**config.mk**
```make
export PLATFORM = sky130hd
export DESIGN_NAME = corereset_pf_flat
export DESIGN_NICKNAME = d
export VERILOG_FILES = /design/src/rtl/corereset_pf_if.sv /design/src/rtl/corereset_pf.sv /design/src/flat_wrapper.sv
export SDC_FILE = /design/constraint.sdc
export NUM_CORES = 1
export LEC_CHECK = 0
export BUFFER_PORTS_ARGS = -buffer_cell sky130_fd_sc_hd__buf_4
export CAP_MARGIN = 20
export CORE_AREA = 2 2 39 41
export CTS_BUF_LIST = sky130_fd_sc_hd__clkbuf_16
export DETAILED_ROUTE_END_ITERATION = 10
export DIE_AREA = 0 0 41 43
export MAX_ROUTING_LAYER = met4
export PLACE_DENSITY_LB_ADDON = 0.12
export SYNTH_ARGS = -nofsm -noshare
export SYNTH_HDL_FRONTEND = slang
export SYNTH_SLANG_ARGS = --single-unit
```
**constraint.sdc**
```tcl
create_clock -name CLK -period 2.1 [get_ports CLK]
set_clock_uncertainty 0.2 [all_clocks]
set_input_delay 0.42 -clock CLK [delete_from_list [all_inputs] [get_ports CLK]]
set_output_delay 0.42 -clock CLK [all_outputs]
set_load 0.1 [all_outputs]
```
**src/rtl/corereset_pf_if.sv**
```systemverilog
// Fabric reset bundle: the reset-qualifying status inputs and the resulting fabric reset.
// The reset generator is the slave; the clock/reset infrastructure is the master.
interface corereset_pf_if;
    logic PLL_LOCK;
    logic SS_BUSY;
    logic INIT_DONE;
    logic FF_US_RESTORE;
    logic FABRIC_RESET_N;

    modport master (
        output PLL_LOCK,
        output SS_BUSY,
        output INIT_DONE,
        output FF_US_RESTORE,
        input  FABRIC_RESET_N
    );

    modport slave (
        input  PLL_LOCK,
        input  SS_BUSY,
        input  INIT_DONE,
        input  FF_US_RESTORE,
        output FABRIC_RESET_N
    );
endinterface

```
**src/rtl/corereset_pf.sv**
```systemverilog
// Fabric reset generator: asynchronous assert from EXT_RST_N/PLL_LOCK/INIT_DONE,
// synchronous release to CLK after a synchronizer chain plus a programmable hold.
module corereset_pf #(
    parameter int unsigned SYNC_STAGES = 3,
    parameter int unsigned HOLD_CYCLES = 16
) (
    input  logic            CLK,
    input  logic            EXT_RST_N,
    corereset_pf_if.slave   rst_if
);

    localparam int unsigned CNT_W = (HOLD_CYCLES > 0) ? $clog2(HOLD_CYCLES + 1) : 1;
    localparam logic [CNT_W-1:0] HOLD_MAX = CNT_W'(HOLD_CYCLES);

    // Combined asynchronous assert source for every flop in the block.
    logic arst_n;
    assign arst_n = EXT_RST_N & rst_if.PLL_LOCK & rst_if.INIT_DONE;

    logic [1:0]             ss_busy_q,    ss_busy_d;
    logic [1:0]             ff_restore_q, ff_restore_d;
    logic [SYNC_STAGES-1:0] chain_q,      chain_d;
    logic [CNT_W-1:0]       hold_cnt_q,   hold_cnt_d;
    logic                   fabric_rst_n_q, fabric_rst_n_d;
    logic                   rel_en_c;
    logic                   last_stage_c;

    // Next-state logic for blocker syncs, release chain, hold counter and output.
    always_comb begin
        ss_busy_d      = ss_busy_q;
        ff_restore_d   = ff_restore_q;
        chain_d        = chain_q;
        hold_cnt_d     = hold_cnt_q;
        fabric_rst_n_d = 1'b0;
        rel_en_c       = 1'b0;
        last_stage_c   = chain_q[SYNC_STAGES-1];

        ss_busy_d    = {ss_busy_q[0],    rst_if.SS_BUSY};
        ff_restore_d = {ff_restore_q[0], rst_if.FF_US_RESTORE};

        // arst_n is implied: while it is low every flop here is held in reset.
        rel_en_c = ~ss_busy_q[1] & ~ff_restore_q[1];

        if (rel_en_c) begin
            chain_d = {chain_q[SYNC_STAGES-2:0], 1'b1};
        end else begin
            chain_d = '0;
        end

        if (!last_stage_c) begin
            hold_cnt_d = '0;
        end else if (hold_cnt_q != HOLD_MAX) begin
            hold_cnt_d = hold_cnt_q + CNT_W'(1);
        end

        // Gating with rel_en_c drops the output on the same edge the chain clears.
        fabric_rst_n_d = rel_en_c & last_stage_c & (hold_cnt_q == HOLD_MAX);
    end

    // Blocker synchronizers reset to the blocking value.
    always_ff @(posedge CLK or negedge arst_n) begin
        if (!arst_n) begin
            ss_busy_q    <= 2'b11;
            ff_restore_q <= 2'b11;
        end else begin
            ss_busy_q    <= ss_busy_d;
            ff_restore_q <= ff_restore_d;
        end
    end

    // Release chain, hold counter and output register.
    always_ff @(posedge CLK or negedge arst_n) begin
        if (!arst_n) begin
            chain_q        <= '0;
            hold_cnt_q     <= '0;
            fabric_rst_n_q <= 1'b0;
        end else begin
            chain_q        <= chain_d;
            hold_cnt_q     <= hold_cnt_d;
            fabric_rst_n_q <= fabric_rst_n_d;
        end
    end

    assign rst_if.FABRIC_RESET_N = fabric_rst_n_q;

endmodule

```
**src/flat_wrapper.sv**
```systemverilog
// flat-port wrapper written by rule: the top's interface ports become plain ports
module corereset_pf_flat 
#(
    parameter int unsigned SYNC_STAGES = 3,
    parameter int unsigned HOLD_CYCLES = 16
)
  (CLK, EXT_RST_N, rst_if_PLL_LOCK, rst_if_SS_BUSY, rst_if_INIT_DONE, rst_if_FF_US_RESTORE, rst_if_FABRIC_RESET_N);
  corereset_pf_if rst_if_i ();
  input  logic CLK;
  input  logic EXT_RST_N;
  input wire logic [$bits(rst_if_i.PLL_LOCK)-1:0] rst_if_PLL_LOCK;
  input wire logic [$bits(rst_if_i.SS_BUSY)-1:0] rst_if_SS_BUSY;
  input wire logic [$bits(rst_if_i.INIT_DONE)-1:0] rst_if_INIT_DONE;
  input wire logic [$bits(rst_if_i.FF_US_RESTORE)-1:0] rst_if_FF_US_RESTORE;
  output wire logic [$bits(rst_if_i.FABRIC_RESET_N)-1:0] rst_if_FABRIC_RESET_N;
  assign rst_if_i.PLL_LOCK = rst_if_PLL_LOCK;
  assign rst_if_i.SS_BUSY = rst_if_SS_BUSY;
  assign rst_if_i.INIT_DONE = rst_if_INIT_DONE;
  assign rst_if_i.FF_US_RESTORE = rst_if_FF_US_RESTORE;
  assign rst_if_FABRIC_RESET_N = rst_if_i.FABRIC_RESET_N;
  corereset_pf #(.SYNC_STAGES(SYNC_STAGES), .HOLD_CYCLES(HOLD_CYCLES)) u_core (.CLK(CLK), .EXT_RST_N(EXT_RST_N), .rst_if(rst_if_i));
endmodule
```
==> results of run 1 <==
==> layout by cell type (no fill, tap or decap), drive strengths merged <==
cell type / n
and2: 2
mux2i: 4
nand3: 2
buf: 6
and4bb: 1
xnor2: 1
nor3b: 1
inv: 3
ha: 2
nor2: 1
nand2b: 3
dfstp: 4
nand2: 5
dfrtp: 9
clkbuf: 3
and3: 2
==> worst register-to-register path, cell delays in order, from the launching register on <==
cell	delay, ns
dfrtp_1	0.41
inv_1	0.08
ha_1	0.15
and4bb_4	0.27
mux2i_1	0.19
==> power by group through the flow <==
| stage | clock (mW) | combinational, mW | sequential [mW] |
|---|---|---|---|
| after floorplan | 0 | 0.00540 | 0.265 |
| after global placement | 0 | 0.0127 | 0.265 |
| after detailed placement | 0 | 0.0131 | 0.266 |
| after CTS | 0.357 | 0.0132 | 0.262 |
| after global routing | 0.367 | 0.0148 | 0.263 |
| final | 0.349 | 0.0127 | 0.262 |
==> worst max path at each step <==
| stage | from | to |
|---|---|---|
| 2_1_floorplan | u_core.rst_if.FABRIC_RESET_N$_DFF_PN0_ | rst_if_FABRIC_RESET_N |
| 6_report | u_core.rst_if.FABRIC_RESET_N$_DFF_PN0_ | rst_if_FABRIC_RESET_N |
| 3_5_place_dp | u_core.hold_cnt_q[0]$_DFFE_PN0P_ | u_core.hold_cnt_q[1]$_DFFE_PN0P_ |
| 3_3_place_gp | u_core.hold_cnt_q[0]$_DFFE_PN0P_ | u_core.hold_cnt_q[1]$_DFFE_PN0P_ |
| 4_1_cts | u_core.rst_if.FABRIC_RESET_N$_DFF_PN0_ | rst_if_FABRIC_RESET_N |
| 5_1_grt | u_core.rst_if.FABRIC_RESET_N$_DFF_PN0_ | rst_if_FABRIC_RESET_N |
==> per-layer routing <==
metal / vias to the layer above / routed length [um]
met5: - / 0
met4: 0 / 45
met3: 5 / 36
met2: 8 / 343
met1: 139 / 320
li1: 147 / -
==> cells in the mapped netlist <==
cell      instances  area share [%]
nor2_1            1            0.73
nand3_1           2             1.9
mux2i_1           4             7.7
ha_1              2             4.8
dfstp_2           4              20
nand2b_1          3             3.6
inv_1             2             1.5
and2_1            2             2.4
xnor2_1           1             1.7
dfrtp_1           9              44
and4bb_4          1             3.1
nand2_1           5             3.6
and3_1            2             2.4
buf_2             1            0.97
nor3b_1           1             1.5
==> kinds of logic after synthesis <==
| family | Yosys count |
|---|---|
| and+or+nand+nor | 17 |
| DFF | 13 |
| muxes | 4 |
| buffers and inverters | 3 |
| adders and majority gates | 2 |
| xor gates and xnor gates | 1 |
==> final cells by class <==
type	count	area, um2
clock buffer	3	75.1
clock inverter	1	3.75
inverter	2	7.51
timing repair buffer	6	45.0
sequential	13	330
tap	16	20.0
multi-input combinational	24	174
fill	122	728
==> stage by stage <==
stage,worst slack [ns],cells,instance area (um2),utilization (%),hold WS [ns]
2_1_floorplan,0.597,40,517,-,0.145
3_3_place_gp,0.790,61,577,41.7,0.146
3_5_place_dp,0.720,61,577,41.7,0.150
4_1_cts,0.623,65,656,47.4,0.0816
5_1_grt,0.591,65,656,47.4,0.0804
6_report,0.634,65,656,47.4,0.0846
==> state kept, by name, summed over array words and instances (netlist names) <==
signal and cells:
u_core.chain_q 3, u_core.rst_if.FABRIC_RESET_N 1, u_core.ss_busy_q 2, u_core.ff_restore_q 2
u_core.hold_cnt_q 5
==> flow_summary.json, run 1 <==
{
  "drtPass1Iterations": 3,
  "dieHeight_um": 43,
  "crit_path_end_kind": "primary output",
  "synthToLayoutAreaGrowth_pct": 26.9,
  "pwr-share-clk_pct": 55.9,
  "grt_busiest_layer": "met2",
  "drv_slew": 0,
  "cp.depth": 1,
  "wirelength_um": 745,
  "synth.distinct_cells": 15,
  "relSlewSlack_pct": 63.2,
  "num_antenna_cells": 0,
  "cts_hold_buffers": 0,
  "fin_tns_setup_ns": 0,
  "synth_adder_area_share_pct": 4.84,
  "worstHoldStart": "rst_if_SS_BUSY",
  "cp_max_fo": 1,
  "syn_area_um2": 517,
  "cts_tree": "built",
  "switchingPower_mw": 0.106,
  "ys_ff_latch": 13,
  "start_kind": "flip-flop",
  "grt_pass1_wl_um": 1350,
  "cp.required_ns": 1.48,
  "crit_chain": "buf_4",
  "status": "finished, final reports clean",
  "dieArea_um2": 1760,
  "synthMuxAreaShare_pct": 7.75,
  "vias": 299,
  "synth_xor_area_share_pct": 1.69,
  "maxCapViolations": 0,
  "hpwlAfterDp_um": 542,
  "path_clk_slew_ns": 0.04,
  "design.core.area_um2": 1380,
  "drt_iter0_markers": 3,
  "gp_congestion": 0.649,
  "postCtsResizedCells": 0,
  "syn_area_per_cell_um2": 12.9,
  "hold_viol": 0,
  "whs_path_depth": 1,
  "power_density_nw_per_um2": 952,
  "use_met2_pct": 16.9,
  "rsz0062_at_grt": "false",
  "slowest_delay_ns": 0.32,
  "cts_root_buf": "clkbuf_16",
  "cts_max_level": 1,
  "ios": 7,
  "ctsLongestPathBuffers": 2,
  "wl_per_cell_um": 11.5,
  "met1_usage_pct": 14.5,
  "cts_setup_buffers": 0,
  "hold_class": "in2reg",
  "critPathSlowestCell": "dfrtp_1",
  "synth-compound-area-share_pct": 0,
  "p_int_mw": 0.518,
  "fmax_ghz": 0.682,
  "holdPathEnd": "u_core.ss_busy_q[0]$_DFF_PN1_",
  "grt_remaining_overflow": 0,
  "synthCells": 40,
  "cts_buffers": 3,
  "nNetsFinal": 58,
  "seq_power_share_pct": 42.0,
  "worst-r2r-setup-slack_ns": 0.72,
  "reg2regPathDepth": 4,
  "worstMarginPinSlew_ns": 0.552,
  "start_util_pct": 37.3,
  "setup-violations-final": 0,
  "grt.total_usage_pct": 13.3,
  "power_mw": 0.624,
  "synthSimpleGateAreaFrac_pct": 19.4,
  "seq_area_frac_synth_pct": 63.9,
  "grtUsageMet3_pct": 4.71,
  "die-width_um": 41,
  "antenna_found_initial": 0,
  "viasPerCell": 4.60,
  "p_leak_nw": 0.307,
  "yosys_warnings": 0,
  "grt_pass1_vias": 326,
  "period_share_pct": 69.8,
  "drive_gt1_share_pct": 28.6,
  "peakVddDrop_mv": 0.577,
  "syn-num-nets": 48,
  "critPathKind": "reg2out",
  "r2r-end": "u_core.hold_cnt_q[1]$_DFFE_PN0P_",
  "clk_latency_ns": 0.24,
  "timing.rr.start": "u_core.hold_cnt_q[0]$_DFFE_PN0P_",
  "rows": 14,
  "path_buf_inv": 1,
  "synth_top_family_by_area": "simple AND/OR/NAND/NOR gates",
  "fin_crit_ns": 1.47,
  "port_buffers": 6,
  "power_switching_share_pct": 17.0,
  "ant_nets": 0,
  "crit_arrival_ns": 0.85,
  "grt_max_degree": 14,
  "drc_errors": 0,
  "cts.sinks": 13,
  "p_comb_share_pct": 2.0,
  "cpLargestDelayFamily": "flip-flops"
}
No activity file was read; power rests on OpenSTA's default activity.
==> run 2: changes to the inputs <==
Settings changed: ABC_AREA set to 1.
Clock period 2.1 ns to 1.45 ns, I/O delays scaled along.
==> run 2 against run 1 <==
Effect of this change: non-clock buffer count grew 6; sequential cell count is the same; sequential power grew 45%; global-route usage grew 0.78 points; clock-buffer cell count is the same; combinational power grew to 2.5 times the previous value; sequential share of layout area shrank 4.3 points; wire length grew 14%; first-iteration DRC count grew 33%.
==> flow_summary.json, run 2 <==
{
  "status": "finished, final reports clean",
  "dieHeight_um": 43,
  "holdPathEnd": "u_core.ss_busy_q[1]$_DFF_PN1_",
  "antenna_found_initial": 0,
  "fillers": 131,
  "syn_area_per_cell_um2": 9.99,
  "p_leak_nw": 0.353,
  "drv_slew": 0,
  "synthMuxAreaShare_pct": 0,
  "num_antenna_cells": 0,
  "drtPass1Iterations": 2,
  "place_ws_ns": 0.146,
  "async_flop_share_pct": 100,
  "fin_tns_setup_ns": 0,
  "grt_remaining_overflow": 0,
  "ys_ff_latch": 13,
  "largest_reg_flops": 5,
  "setup-violations-final": 0,
  "path_clk_slew_ns": 0.04,
  "ctsLongestPathBuffers": 2,
  "grt_max_degree": 14,
  "crit_chain": "buf_4",
  "nNetsFinal": 76,
  "ant_nets": 0,
  "worstHoldStart": "u_core.ss_busy_q[0]$_DFF_PN1_",
  "synthSimpleGateAreaFrac_pct": 23.1,
  "clk_latency_ns": 0.24,
  "synth_top_area_share_pct": 43.4,
  "crit_arrival_ns": 0.83,
  "reg2regPathDepth": 7,
  "slowest_delay_ns": 0.31,
  "period_share_pct": 91.0,
  "gp_congestion": 0.720,
  "cts.sinks": 13,
  "synth_top_family_by_area": "simple AND/OR/NAND/NOR gates",
  "p_int_mw": 0.763,
  "fin_crit_ns": 1.32,
  "cts_buffers": 3,
  "hold_class": "reg2reg",
  "die-width_um": 41,
  "timing.rr.start": "u_core.hold_cnt_q[0]$_DFFE_PN0P_",
  "grt_pass1_vias": 367,
  "cts_tree": "built",
  "final.setup.worst_slack_ns": 0.131,
  "hpwlAfterDp_um": 549,
  "power_density_nw_per_um2": 1290,
  "wirelength_um": 848,
  "critPathSlowestCell": "dfrtp_1",
  "design.core.area_um2": 1380,
  "seq_power_share_pct": 41.0,
  "top_regs": "u_core.hold_cnt_q x5, u_core.chain_q x3",
  "cts_root_buf": "clkbuf_16",
  "wl_per_cell_um": 10.2,
  "final_util_pct": 51.8,
  "grt_pass1_wl_um": 1510,
  "seq_area_frac_synth_pct": 63.6,
  "ios": 7,
  "cts_max_level": 1,
  "cp.required_ns": 0.96,
  "cpLargestDelayFamily": "flip-flops",
  "viasPerCell": 4.28,
  "crit_path_end_kind": "primary output",
  "layout_common_cells": "nor2_1, dfrtp_1, inv_1, nand2_1, buf_4",
  "regMostFlops": "u_core.hold_cnt_q",
  "grt.total_usage_pct": 14.0,
  "hold_viol": 0,
  "whs_path_depth": 0,
  "synth.distinct_cells": 13,
  "fmax_ghz": 0.758,
  "vias": 355,
  "drive_gt1_share_pct": 25.4,
  "drt_iter0_markers": 4,
  "r2r-end": "u_core.hold_cnt_q[0]$_DFFE_PN0P_",
  "ys.flop_type": "dfrtp_1",
  "path_buf_inv": 1,
  "p_comb_share_pct": 3.5,
  "drc_errors": 0,
  "dieArea_um2": 1760,
  "worstMarginPinSlew_ns": 0.275,
  "syn-num-nets": 60,
  "port_buffers": 6,
  "synthCells": 52,
  "yosys_warnings": 0,
  "synth.largest_area_cell": "dfrtp_1",
  "start_kind": "flip-flop",
  "maxCapViolations": 0,
  "cp_max_fo": 1,
  "start_util_pct": 37.5,
  "ys_top_cells_by_area": "dfrtp_1, dfstp_2, nor2_1",
  "synth_xor_area_share_pct": 1.69,
  "synth-compound-area-share_pct": 0,
  "power_switching_share_pct": 17.5,
  "relSlewSlack_pct": 81.7,
  "synth_adder_area_share_pct": 4.82,
  "synthToLayoutAreaGrowth_pct": 38.1,
  "pwr-share-clk_pct": 55.5,
  "switchingPower_mw": 0.161,
  "rsz0062_at_grt": "false",
  "synth-edff-count": 0,
  "peakVddDrop_mv": 0.864,
  "syn_area_um2": 519,
  "rows": 14,
  "synth_common_cells": "dfrtp_1, nor2_1, inv_1, nand2_1, nand3_1",
  "critPathKind": "reg2out",
  "worst-r2r-setup-slack_ns": 0.14
}
## run 2: cell count changes after synthesis, moves of 2 or more
cell      before  now
nand4_1        0    2
and2_1         2    0
nand2_1        5    8
nand3_1        2    5
inv_1          2    8
mux2i_1        4    0
nand2b_1       3    0
nor2_1         1    9
## run 2: cell families after synthesis
family	count (synthesis)
XOR/XNOR	1
flip-flops	13
buffers and inverters	9
AND/OR/NAND/NOR	27
adder cells (fa/ha/maj)	2
## run 2: worst max-delay path by stage
stage / cells past startpoint / endpoint / start / slack, ns
after global routing: 7 / u_core.hold_cnt_q[0]$_DFFE_PN0P_ / u_core.hold_cnt_q[0]$_DFFE_PN0P_ / 0.005
after CTS: 1 / rst_if_FABRIC_RESET_N / u_core.rst_if.FABRIC_RESET_N$_DFF_PN0_ / 0.13
after global placement: 7 / u_core.hold_cnt_q[2]$_DFFE_PN0P_ / u_core.hold_cnt_q[0]$_DFFE_PN0P_ / 0.18
final: 1 / rst_if_FABRIC_RESET_N / u_core.rst_if.FABRIC_RESET_N$_DFF_PN0_ / 0.13
after floorplan: 0 / rst_if_FABRIC_RESET_N / u_core.rst_if.FABRIC_RESET_N$_DFF_PN0_ / 0.08
after detailed placement: 7 / u_core.hold_cnt_q[0]$_DFFE_PN0P_ / u_core.hold_cnt_q[0]$_DFFE_PN0P_ / 0.15
## run 2: timing repair
action                                 in CTS  in global routing
gates resized for setup                     0                  0
setup buffers                               0                  0
endpoints found under the hold margin      11                  0
hold buffers                                5                  0
## run 2: final cells by class
type	count	area, um2	area share, %
clock buffer	3	75.1	10.5
clock inverter	1	5.00	0.698
inverter	8	30.0	4.19
multi-input combinational	30	154	21.5
sequential	13	330	46.1
tap	16	20.0	2.79
timing repair buffer	12	103	14.3
## run 2: metrics by stage
stage	std cells	total power [mW]	hold WS, ns	area [um2]
2_1_floorplan	52	0.392	0.0839	519
4_1_cts	83	0.935	0.153	717
5_1_grt	83	0.957	0.162	717
3_5_place_dp	74	0.406	0.147	587
3_3_place_gp	74	0.406	0.146	587
6_report	83	0.924	0.153	717
## run 2: power groups by stage
stage,logic [mW],registers [mW],clock network (mW)
6_report,0.0322,0.379,0.513
5_1_grt,0.0365,0.380,0.540
4_1_cts,0.0323,0.379,0.523
3_5_place_dp,0.0217,0.384,0
3_3_place_gp,0.0215,0.384,0
2_1_floorplan,0.00876,0.383,0
## run 2: per-layer routing
layer  up-vias  routed length (um)  GRT usage, %
li1        190                   -             -
met1       153                 421          17.1
met2        10                 366          18.8
met3         2                  44          6.28
met4         0                  17          8.00
met5         -                   0             -
==> run 3: changes to the inputs <==
Settings changed: BUFFER_PORTS_ARGS -buffer_cell sky130_fd_sc_hd__buf_4 to -buffer_cell sky130_fd_sc_hd__buf_2, SKIP_LAST_GASP set to 1.
==> run 3 against run 2 <==
Effect of this change: cell count unchanged; largest power group unchanged; die area unchanged; register-to-register slack improved by 0.04 ns; clock-buffer cell count unchanged; via count increased by 5.9%; sequential power about the same; non-clock buffer count unchanged; power decreased by 0.25%; combinational power decreased by 12%; sequential cell count unchanged.
==> flow_summary.json, run 3 (synthesis results as in run 2) <==
{
  "status": "finished, final reports clean",
  "drtPass1Iterations": 2,
  "viasPerCell": 4.53,
  "maxCapViolations": 0,
  "port_buffers": 6,
  "dieHeight_um": 43,
  "place_ws_ns": 0.157,
  "gp_congestion": 0.754,
  "num_antenna_cells": 0,
  "grt.total_usage_pct": 14.8,
  "cts_setup_buffers": 0,
  "cts_max_level": 1,
  "rows": 14,
  "cp_max_fo": 1,
  "grt_remaining_overflow": 0,
  "design.core.area_um2": 1380,
  "top_regs": "u_core.hold_cnt_q x5, u_core.chain_q x3",
  "hold_viol": 0,
  "layout_common_cells": "nor2_1, dfrtp_1, nand2_1",
  "crit_path_end_kind": "primary output",
  "drive_gt1_share_pct": 26.9,
  "wirelength_um": 859,
  "start_kind": "flip-flop",
  "relSlewSlack_pct": 81.5,
  "synthToLayoutAreaGrowth_pct": 38.1,
  "critPathKind": "reg2out",
  "cpLargestDelayFamily": "flip-flops",
  "fin_crit_ns": 1.29,
  "setup-violations-final": 0,
  "antenna_found_initial": 0,
  "p_leak_nw": 0.349,
  "cts.sinks": 13,
  "hpwlAfterDp_um": 553,
  "drv_slew": 0,
  "final_util_pct": 51.8,
  "period_share_pct": 88.8,
  "clk_latency_ns": 0.24,
  "whs_ns": 0.154,
  "power_density_nw_per_um2": 1290,
  "drc_errors": 0,
  "start_util_pct": 37.5,
  "nNetsFinal": 76,
  "power_mw": 0.922,
  "slowest_delay_ns": 0.39,
  "cts_tree": "built",
  "fillers": 128,
  "wl_per_cell_um": 10.3,
  "vias": 376,
  "cts_root_buf": "clkbuf_16",
  "cts_buffers": 3,
  "path_clk_slew_ns": 0.04,
  "ff_latch_area_um2": 330,
  "cp.required_ns": 0.96,
  "regMostFlops": "u_core.hold_cnt_q",
  "design_area_um2": 717,
  "layout.cells.non_filler": 83,
  "grt_pass1_wl_um": 1600,
  "critPathSlowestCell": "dfrtp_1",
  "dp.cells": 74,
  "peakVddDrop_mv": 0.622,
  "worstMarginPinSlew_ns": 0.278,
  "crit_chain": "buf_12",
  "place_area_um2": 587,
  "grt_max_degree": 14,
  "drt_iter0_markers": 1,
  "largest_reg_flops": 5,
  "final.setup.worst_slack_ns": 0.162,
  "rsz0062_at_grt": "false",
  "multiInputGateArea_um2": 154,
  "path_buf_inv": 1,
  "grt_pass1_vias": 377,
  "ant_nets": 0,
  "ios": 7,
  "fin_tns_setup_ns": 0,
  "die-width_um": 41,
  "ctsLongestPathBuffers": 2,
  "dieArea_um2": 1760,
  "crit_arrival_ns": 0.80,
  "hold_class": "reg2reg",
  "fmax_ghz": 0.776
}
-- run 3: cell counts in the layout (fill, tap and decap cells not counted) --
No cell type changed its count.
-- run 3: layout make-up --
cell class,instances,area share [%]
Clock inverter,1,0.698
Tap cell,16,2.79
Multi-Input combinational cell,30,21.5
Inverter,8,4.19
Clock buffer,3,10.5
Timing Repair Buffer,12,14.3
Sequential cell,13,46.1
-- run 3: final timing paths --
check	startpoint	endpoint	slack, ns	depth (start not counted)
worst max-delay path	u_core.rst_if.FABRIC_RESET_N$_DFF_PN0_	rst_if_FABRIC_RESET_N	0.16	1
worst min-delay path	u_core.ff_restore_q[0]$_DFF_PN1_	u_core.ff_restore_q[1]$_DFF_PN1_	0.15	0
worst max register to register	u_core.hold_cnt_q[0]$_DFFE_PN0P_	u_core.hold_cnt_q[0]$_DFFE_PN0P_	0.18	7
worst min register to register	u_core.ff_restore_q[0]$_DFF_PN1_	u_core.ff_restore_q[1]$_DFF_PN1_	0.15	0
max in group asynchronous	rst_if_INIT_DONE	u_core.ff_restore_q[1]$_DFF_PN1_	0.34	4
min in group asynchronous	EXT_RST_N	u_core.hold_cnt_q[1]$_DFFE_PN0P_	0.44	4
-- run 3: report_power, final --
group          leakage, nW  switching (mW)  internal (mW)
Sequential           0.165         0.00292          0.377
Clock               0.0409           0.148          0.366
Combinational        0.144          0.0116         0.0168
Total                0.349           0.163          0.759
-- run 3: layer usage --
metal | part of all wire (%) | track usage [%] | up-vias
met4 | 4.0 | 10.0 | 0
met1 | 44 | 18.6 | 172
met5 | 0 | - | -
met2 | 48 | 19.7 | 10
met3 | 3.8 | 4.71 | 5
li1 | - | - | 189
-- run 3: repair_timing --
item | 4_1_cts | 5_1_grt
endpoints found under the setup margin | 0 | 1
hold buffers | 5 | 0
endpoints found under the hold margin | 11 | 0
gates resized for setup | 0 | 1
